File: config.mk
export PLATFORM = sky130hd
export DESIGN_NAME = nubus_master
export DESIGN_NICKNAME = d
export VERILOG_FILES = /design/src/rtl/nubus_master.sv
export SDC_FILE = /design/constraint.sdc
export NUM_CORES = 1
export LEC_CHECK = 0
export CAP_MARGIN = 10
export CORE_UTILIZATION = 44
export DETAILED_ROUTE_END_ITERATION = 10
export HOLD_SLACK_MARGIN = 0.03
export PLACE_DENSITY = 0.76
export SLEW_MARGIN = 10
export SYNTH_ARGS = -nofsm -noshare
export SYNTH_HDL_FRONTEND = slang
export SYNTH_SLANG_ARGS = --single-unit
File: constraint.sdc
create_clock -name nub_clkn -period 9.1 [get_ports nub_clkn]
set_input_delay 1.82 -clock nub_clkn [delete_from_list [all_inputs] [get_ports nub_clkn]]
set_output_delay 1.82 -clock nub_clkn [all_outputs]
set_load 0.02 [all_outputs]
File: src/rtl/nubus_master.sv
// NuBus master controller: turns one local single-beat read/write request
// into one arbitrated NuBus address/data transaction and reports the result.
module nubus_master #(
  parameter int unsigned TIMEOUT   = 255,
  parameter int unsigned MAX_RETRY = 3
) (
  input  logic        nub_clkn,
  input  logic        reset,
  // card-local request port
  input  logic        mem_valid,
  input  logic        mem_write,
  input  logic [31:0] mem_addr,
  input  logic [31:0] mem_wdata,
  input  logic [3:0]  mem_wstrb,
  output logic        mem_ready,
  output logic [31:0] mem_rdata,
  output logic [1:0]  mem_status,
  // external arbiter
  input  logic        arb_grant,
  // sampled bus (active-low)
  input  logic        nub_startn,
  input  logic        nub_ackn,
  input  logic        nub_tm1n,
  input  logic        nub_tm0n,
  input  logic [31:0] nub_adn,
  // pad drivers
  output logic        rqstn_o,
  output logic        startn_o,
  output logic        tm1n_o,
  output logic        tm0n_o,
  output logic [31:0] adn_o,
  output logic        ad_oe,
  output logic        ctl_oe,
  output logic        mstdn_o
);

  localparam int unsigned CNT_W = 8;
  localparam int unsigned RTY_W = 2;

  localparam logic [1:0] ST_OK      = 2'b00;
  localparam logic [1:0] ST_ERROR   = 2'b01;
  localparam logic [1:0] ST_TIMEOUT = 2'b10;
  localparam logic [1:0] ST_RETRY   = 2'b11;

  typedef enum logic [2:0] {
    S_IDLE,
    S_ARB,
    S_ADDR,
    S_DATA,
    S_DONE
  } state_e;

  state_e             state_q, state_d;

  // latched request
  logic [29:0]        addr_q, addr_d;
  logic [31:0]        wdata_q, wdata_d;
  logic               write_q, write_d;
  logic [1:0]         a10_q, a10_d;
  logic               byte_q, byte_d;
  logic               bad_q, bad_d;

  logic [CNT_W-1:0]   cnt_q, cnt_d;
  logic [RTY_W-1:0]   retry_q, retry_d;

  // registered outputs
  logic               rqstn_q, rqstn_d;
  logic               startn_q, startn_d;
  logic               tm1n_q, tm1n_d;
  logic               tm0n_q, tm0n_d;
  logic [31:0]        adn_q, adn_d;
  logic               ad_oe_q, ad_oe_d;
  logic               ctl_oe_q, ctl_oe_d;
  logic               mem_ready_q, mem_ready_d;
  logic               mstdn_q, mstdn_d;
  logic [31:0]        rdata_q, rdata_d;
  logic [1:0]         status_q, status_d;

  // size decode of the incoming request
  logic [1:0]         req_a10_c;
  logic               req_byte_c;
  logic               req_bad_c;
  logic [1:0]         ack_st_c;
  logic               unused_addr_lsb;

  assign unused_addr_lsb = ^mem_addr[1:0];
  assign ack_st_c        = {~nub_tm1n, ~nub_tm0n};

  // Decode write strobes into NuBus size/lane encoding; reads are always words.
  always_comb begin
    req_a10_c  = 2'b00;
    req_byte_c = 1'b0;
    req_bad_c  = 1'b0;
    if (mem_write) begin
      case (mem_wstrb)
        4'b1111: req_a10_c = 2'b00;
        4'b0011: req_a10_c = 2'b01;
        4'b1100: req_a10_c = 2'b11;
        4'b0001: begin req_byte_c = 1'b1; req_a10_c = 2'b00; end
        4'b0010: begin req_byte_c = 1'b1; req_a10_c = 2'b01; end
        4'b0100: begin req_byte_c = 1'b1; req_a10_c = 2'b10; end
        4'b1000: begin req_byte_c = 1'b1; req_a10_c = 2'b11; end
        default: req_bad_c = 1'b1;
      endcase
    end
  end

  // Next-state, datapath and registered-output computation.
  always_comb begin
    state_d     = state_q;
    addr_d      = addr_q;
    wdata_d     = wdata_q;
    write_d     = write_q;
    a10_d       = a10_q;
    byte_d      = byte_q;
    bad_d       = bad_q;
    cnt_d       = cnt_q;
    retry_d     = retry_q;
    rdata_d     = rdata_q;
    status_d    = status_q;

    rqstn_d     = 1'b1;
    startn_d    = 1'b1;
    tm1n_d      = 1'b1;
    tm0n_d      = 1'b1;
    adn_d       = '1;
    ad_oe_d     = 1'b0;
    ctl_oe_d    = 1'b0;
    mem_ready_d = 1'b0;
    mstdn_d     = 1'b1;

    case (state_q)
      S_IDLE: begin
        if (mem_valid) begin
          addr_d  = mem_addr[31:2];
          wdata_d = mem_wdata;
          write_d = mem_write;
          a10_d   = req_a10_c;
          byte_d  = req_byte_c;
          bad_d   = req_bad_c;
          retry_d = '0;
          cnt_d   = '0;
          state_d = S_ARB;
        end
      end
      S_ARB: begin
        // illegal strobe: finish without ever requesting the bus
        if (bad_q) begin
          status_d = ST_ERROR;
          state_d  = S_DONE;
        end else if (arb_grant && nub_startn && nub_ackn) begin
          state_d = S_ADDR;
        end
      end
      S_ADDR: begin
        cnt_d   = '0;
        state_d = S_DATA;
      end
      S_DATA: begin
        // ACK takes priority over the timeout terminal count
        if (!nub_ackn) begin
          if (!write_q) begin
            rdata_d = ~nub_adn;
          end
          if ((ack_st_c == ST_RETRY) && (retry_q < RTY_W'(MAX_RETRY))) begin
            retry_d = retry_q + RTY_W'(1);
            state_d = S_ARB;
          end else begin
            status_d = ack_st_c;
            state_d  = S_DONE;
          end
        end else if (cnt_q == CNT_W'(TIMEOUT - 1)) begin
          cnt_d    = cnt_q + CNT_W'(1);
          status_d = ST_TIMEOUT;
          state_d  = S_DONE;
        end else begin
          cnt_d = cnt_q + CNT_W'(1);
        end
      end
      S_DONE: begin
        state_d = S_IDLE;
      end
      default: begin
        state_d = S_IDLE;
      end
    endcase

    // bus/local outputs follow the state being entered so they line up with it
    case (state_d)
      S_ARB: begin
        rqstn_d = bad_d;
      end
      S_ADDR: begin
        startn_d = 1'b0;
        ctl_oe_d = 1'b1;
        ad_oe_d  = 1'b1;
        adn_d    = ~{addr_d, a10_d};
        tm1n_d   = ~write_d;
        tm0n_d   = ~byte_d;
      end
      S_DATA: begin
        if (write_d) begin
          ad_oe_d = 1'b1;
          adn_d   = ~wdata_d;
        end
      end
      S_DONE: begin
        mem_ready_d = 1'b1;
        mstdn_d     = 1'b0;
      end
      default: begin
        rqstn_d = 1'b1;
      end
    endcase
  end

  // State and output registers; reset releases the bus immediately.
  always_ff @(posedge nub_clkn or posedge reset) begin
    if (reset) begin
      state_q     <= S_IDLE;
      addr_q      <= '0;
      wdata_q     <= '0;
      write_q     <= 1'b0;
      a10_q       <= 2'b00;
      byte_q      <= 1'b0;
      bad_q       <= 1'b0;
      cnt_q       <= '0;
      retry_q     <= '0;
      rqstn_q     <= 1'b1;
      startn_q    <= 1'b1;
      tm1n_q      <= 1'b1;
      tm0n_q      <= 1'b1;
      adn_q       <= '1;
      ad_oe_q     <= 1'b0;
      ctl_oe_q    <= 1'b0;
      mem_ready_q <= 1'b0;
      mstdn_q     <= 1'b1;
      rdata_q     <= '0;
      status_q    <= ST_OK;
    end else begin
      state_q     <= state_d;
      addr_q      <= addr_d;
      wdata_q     <= wdata_d;
      write_q     <= write_d;
      a10_q       <= a10_d;
      byte_q      <= byte_d;
      bad_q       <= bad_d;
      cnt_q       <= cnt_d;
      retry_q     <= retry_d;
      rqstn_q     <= rqstn_d;
      startn_q    <= startn_d;
      tm1n_q      <= tm1n_d;
      tm0n_q      <= tm0n_d;
      adn_q       <= adn_d;
      ad_oe_q     <= ad_oe_d;
      ctl_oe_q    <= ctl_oe_d;
      mem_ready_q <= mem_ready_d;
      mstdn_q     <= mstdn_d;
      rdata_q     <= rdata_d;
      status_q    <= status_d;
    end
  end

  assign rqstn_o    = rqstn_q;
  assign startn_o   = startn_q;
  assign tm1n_o     = tm1n_q;
  assign tm0n_o     = tm0n_q;
  assign adn_o      = adn_q;
  assign ad_oe      = ad_oe_q;
  assign ctl_oe     = ctl_oe_q;
  assign mem_ready  = mem_ready_q;
  assign mstdn_o    = mstdn_q;
  assign mem_rdata  = rdata_q;
  assign mem_status = status_q;

endmodule

==> summary.txt <==
GRT
  – Largest net degree at the start of global routing: 91
  – Total track usage: 21.8%
  – Vias in the first global route: 4805
  – First-pass GRT wire length: 23900 um
  – Total gr overflow: 0
  – Initial antenna violation count: 0

Floorplan
  – Die width: 119 um
  – Die area: 0.0141 mm^2
  – # rows: 42
  – Core area: 0.0132 mm^2
  – Overall die height: 119 um
  – Starting Density: 45.3%
  – Top Ports: 183

Critical path
  – Data arrival time of the critical path: 4210 ps
  – Worst stage delay on the critical path: 700 ps
  – CP required: 9420 ps
  – Worst-path maximum fanout: 19
  – Crit path kind: primary input to register
  – Worst Setup End Kind: register
  – Slowest cell on the critical path: a22oi_2
  – Critical Path, Cell by Cell: clkdlybuf4s50_1 -> and4b_1 -> o21ai_0 -> a22oi_2 -> buf_4 -> a32oi_1
  – CP Launch Type: primary input
  – R2R setup slack: 6610 ps

Synth
  – Cell taking the most area after synthesis: dfrtp_1
  – Sequential area share after synthesis: 65.0%
  – Cell Area, Synth: 0.00600 mm^2
  – EDFF count, synth: 0
  – Mapped Nets: 688
  – Synthesis Warnings: 0
  – Yosys cell types: 46
  – Area fraction of the dominant cell type after synthesis: 48.8%
  – Async SR Flop Fraction: 100%
  – Synth top area cells: dfrtp_1, dfstp_2, nand2_1
  – Post-Synthesis Cells: 576
  – Number of synthesized register bits: 154
  – Synth Flop Type: dfrtp_1
  – Syn Area/Cell: 10.4 um^2

Placed design
  – Inst Count DP: 905
  – Post-Place Worst Slack: 4840 ps
  – Final HPWL from detailed placement: 9650 um
  – Post-DP Area: 0.00792 mm^2
  – Gpl congestion: 0.768
  – I/O Buffers: 180

STA
  – Final worst slack: 5210 ps
  – Final hold viol count: 0
  – Crit path time final: 3890 ps
  – Max Clk Rate: 257 MHz
  – Rel. slew slack: 38.3%
  – Worst hold slack: 435 ps
  – Setup TNS: 0 ps
  – Setup violators final: 0
  – RSZ-0062 raised after global routing: false
  – Tightest Pin Transition: 925 ps
  – Tcrit/Tclk final: 42.8%
  – Final Max Slew Viols: 0
  – Clock skew: 6.54 ps

Routing
  – Drt wl/cell: 15.6 um
  – Initial drt markers: 358
  – First-pass DRT Iterations: 4
  – Post-DRT Antenna Nets: 0
  – Routed vias: 4735
  – Post-Route WL: 14600 um
  – Via density: 5.05
  – DR DRC count: 0

CTS
  – TritonCTS buffer count: 17
  – Clock Tree Root: clkbuf_16
  – Clock Latency Late Sink: 410 ps
  – H-tree Lvls: 4
  – CTS tree: yes
  – Post-cts sizing count: 0
  – Clk slew on worst S/H paths: 60 ps
  – Deepest clock path buffer count: 2
  – Post-CTS Hold Buffers: 0
  – Setup Fix Bufs, Post-CTS: 0
  – Sink Count: 154

Pwr
  – Int Pwr: 1.73 mW
  – Power Dens Cells: 309 mW/mm^2
  – Net Sw Frac: 34.3%
  – Max rail drop VDD: 0.168 mV
  – Clock Power Share: 26.4%
  – P_leak: 3.84 nW
  – P_sw: 0.903 mW
  – Post-layout power: 2.63 mW
  – Gate power share: 34.1%
  – Reg power frac: 39.5%

Cells and area
  – Share of cells above drive strength 1: 10.6%
  – N_diodes: 0
  – Fin cells: 937
  – Finished Cell Area: 0.00851 mm^2
  – Nets@finish: 860
  – Fin util: 64.3%
  – P&R area growth vs syn: 41.9%

Run status
  – Status: completed

Job
  – Max Cap Viol: 0

Worst hold path
  – Worst Hold Class: register to register
[synthesized netlist by cell type (2+ instances only)]
master,count
nand2_1,233
dfrtp_1,117
dfstp_2,37
a32oi_1,31
o21ai_0,31
buf_2,20
o21ai_1,13
clkbuf_1,12
nor2_1,9
a21oi_1,6
inv_1,6
nand3_1,4
o31ai_1,4
a211oi_1,3
a22oi_1,3
ha_1,3
or3_1,3
xnor2_1,3
a21o_1,2
a22o_1,2
and2_1,2
and3_1,2
buf_6,2
mux2i_1,2
nand3b_1,2
nor3_1,2
nor4b_2,2
or4_1,2
[per-layer routing]
| metal | share of wire, % | wire, um | global-route usage [%] | vias up |
|---|---|---|---|---|
| met5 | 0 | 0 | 0 | - |
| met4 | 2.8 | 415 | 10.8 | 0 |
| met3 | 4.2 | 607 | 4.15 | 31 |
| met2 | 50 | 7320 | 35.3 | 132 |
| met1 | 43 | 6260 | 28.0 | 2304 |
| li1 | - | - | - | 2268 |
[cell families after synthesis]
kind of cell / after synthesis / synth area share, %
multiplexers: 4 / 0.709
AO/OA/AOI/OAI: 101 / 11.4
AND/OR/NAND/NOR: 269 / 18.4
buffers and inverters: 41 / 3.23
adder cells (fa/ha/maj): 3 / 0.626
XOR/XNOR: 4 / 0.584
flip-flops: 154 / 65.0
[worst paths after layout]
check,to,start,cells past startpoint
worst max-delay path,adn_o[30],nub_ackn,6
worst min-delay path,tm0n_o,byte_q,1
worst max register to register,adn_o[30],state_q[2],5
worst min register to register,tm0n_o,byte_q,1
max in group asynchronous,ad_oe,reset,3
min in group asynchronous,mem_rdata[10],reset,2
[critical path: cells and delay by family]
kind,cells,cell delay (ps)
simple gates,1,270
compound gates,3,1010
buf+inv,2,1080
[cell type report]
class	count	area, um^2
inverters	7	31.3
well taps	176	220
clock inverters	7	87.6
multi-input cells	381	1910
flip-flops and latches	154	3900
clock buffers	25	505
fillers	1064	4730
repair buffers	187	1850
[flip-flops by register name, indices dropped and copies added, names as in the netlist]
register and flops:
mem_status 2, a10_q 2, write_q 1, byte_q 1
startn_o 1, rqstn_o 1, tm0n_o 1, retry_q 2
ad_oe 1, wdata_q 32, addr_q 30, mem_ready 1
cnt_q 8, mstdn_o 1, bad_q 1, adn_o 32
tm1n_o 1, ctl_oe 1, mem_rdata 32, state_q 3
[layout by cell type, fill, tap and decap left out, types with 3 or more instances in the layout]
cell type and n:
o21ai_1 13, clkbuf_16 17, dfstp_2 37, o21ai_0 31, clkinv_2 4, a32oi_1 31
nand2_1 233, a211oi_1 3, clkbuf_8 5, nand3_1 4, xnor2_1 3, dfrtp_1 117
a22oi_1 3, clkbuf_1 3, nor2_1 9, a21oi_1 6, ha_1 3, clkdlybuf4s50_1 180
inv_1 5, buf_4 7, o31ai_1 4
[power groups by stage]
stage / Clock (mW) / Sequential (mW) / Combinational, mW
floorplan: 0 / 1.14 / 0.440
global placement: 0 / 1.04 / 0.866
detailed placement: 0 / 1.05 / 0.898
CTS: 0.709 / 1.04 / 0.905
global route: 0.737 / 1.07 / 0.985
finish: 0.695 / 1.04 / 0.898
(Power assumes the default switching activity.)
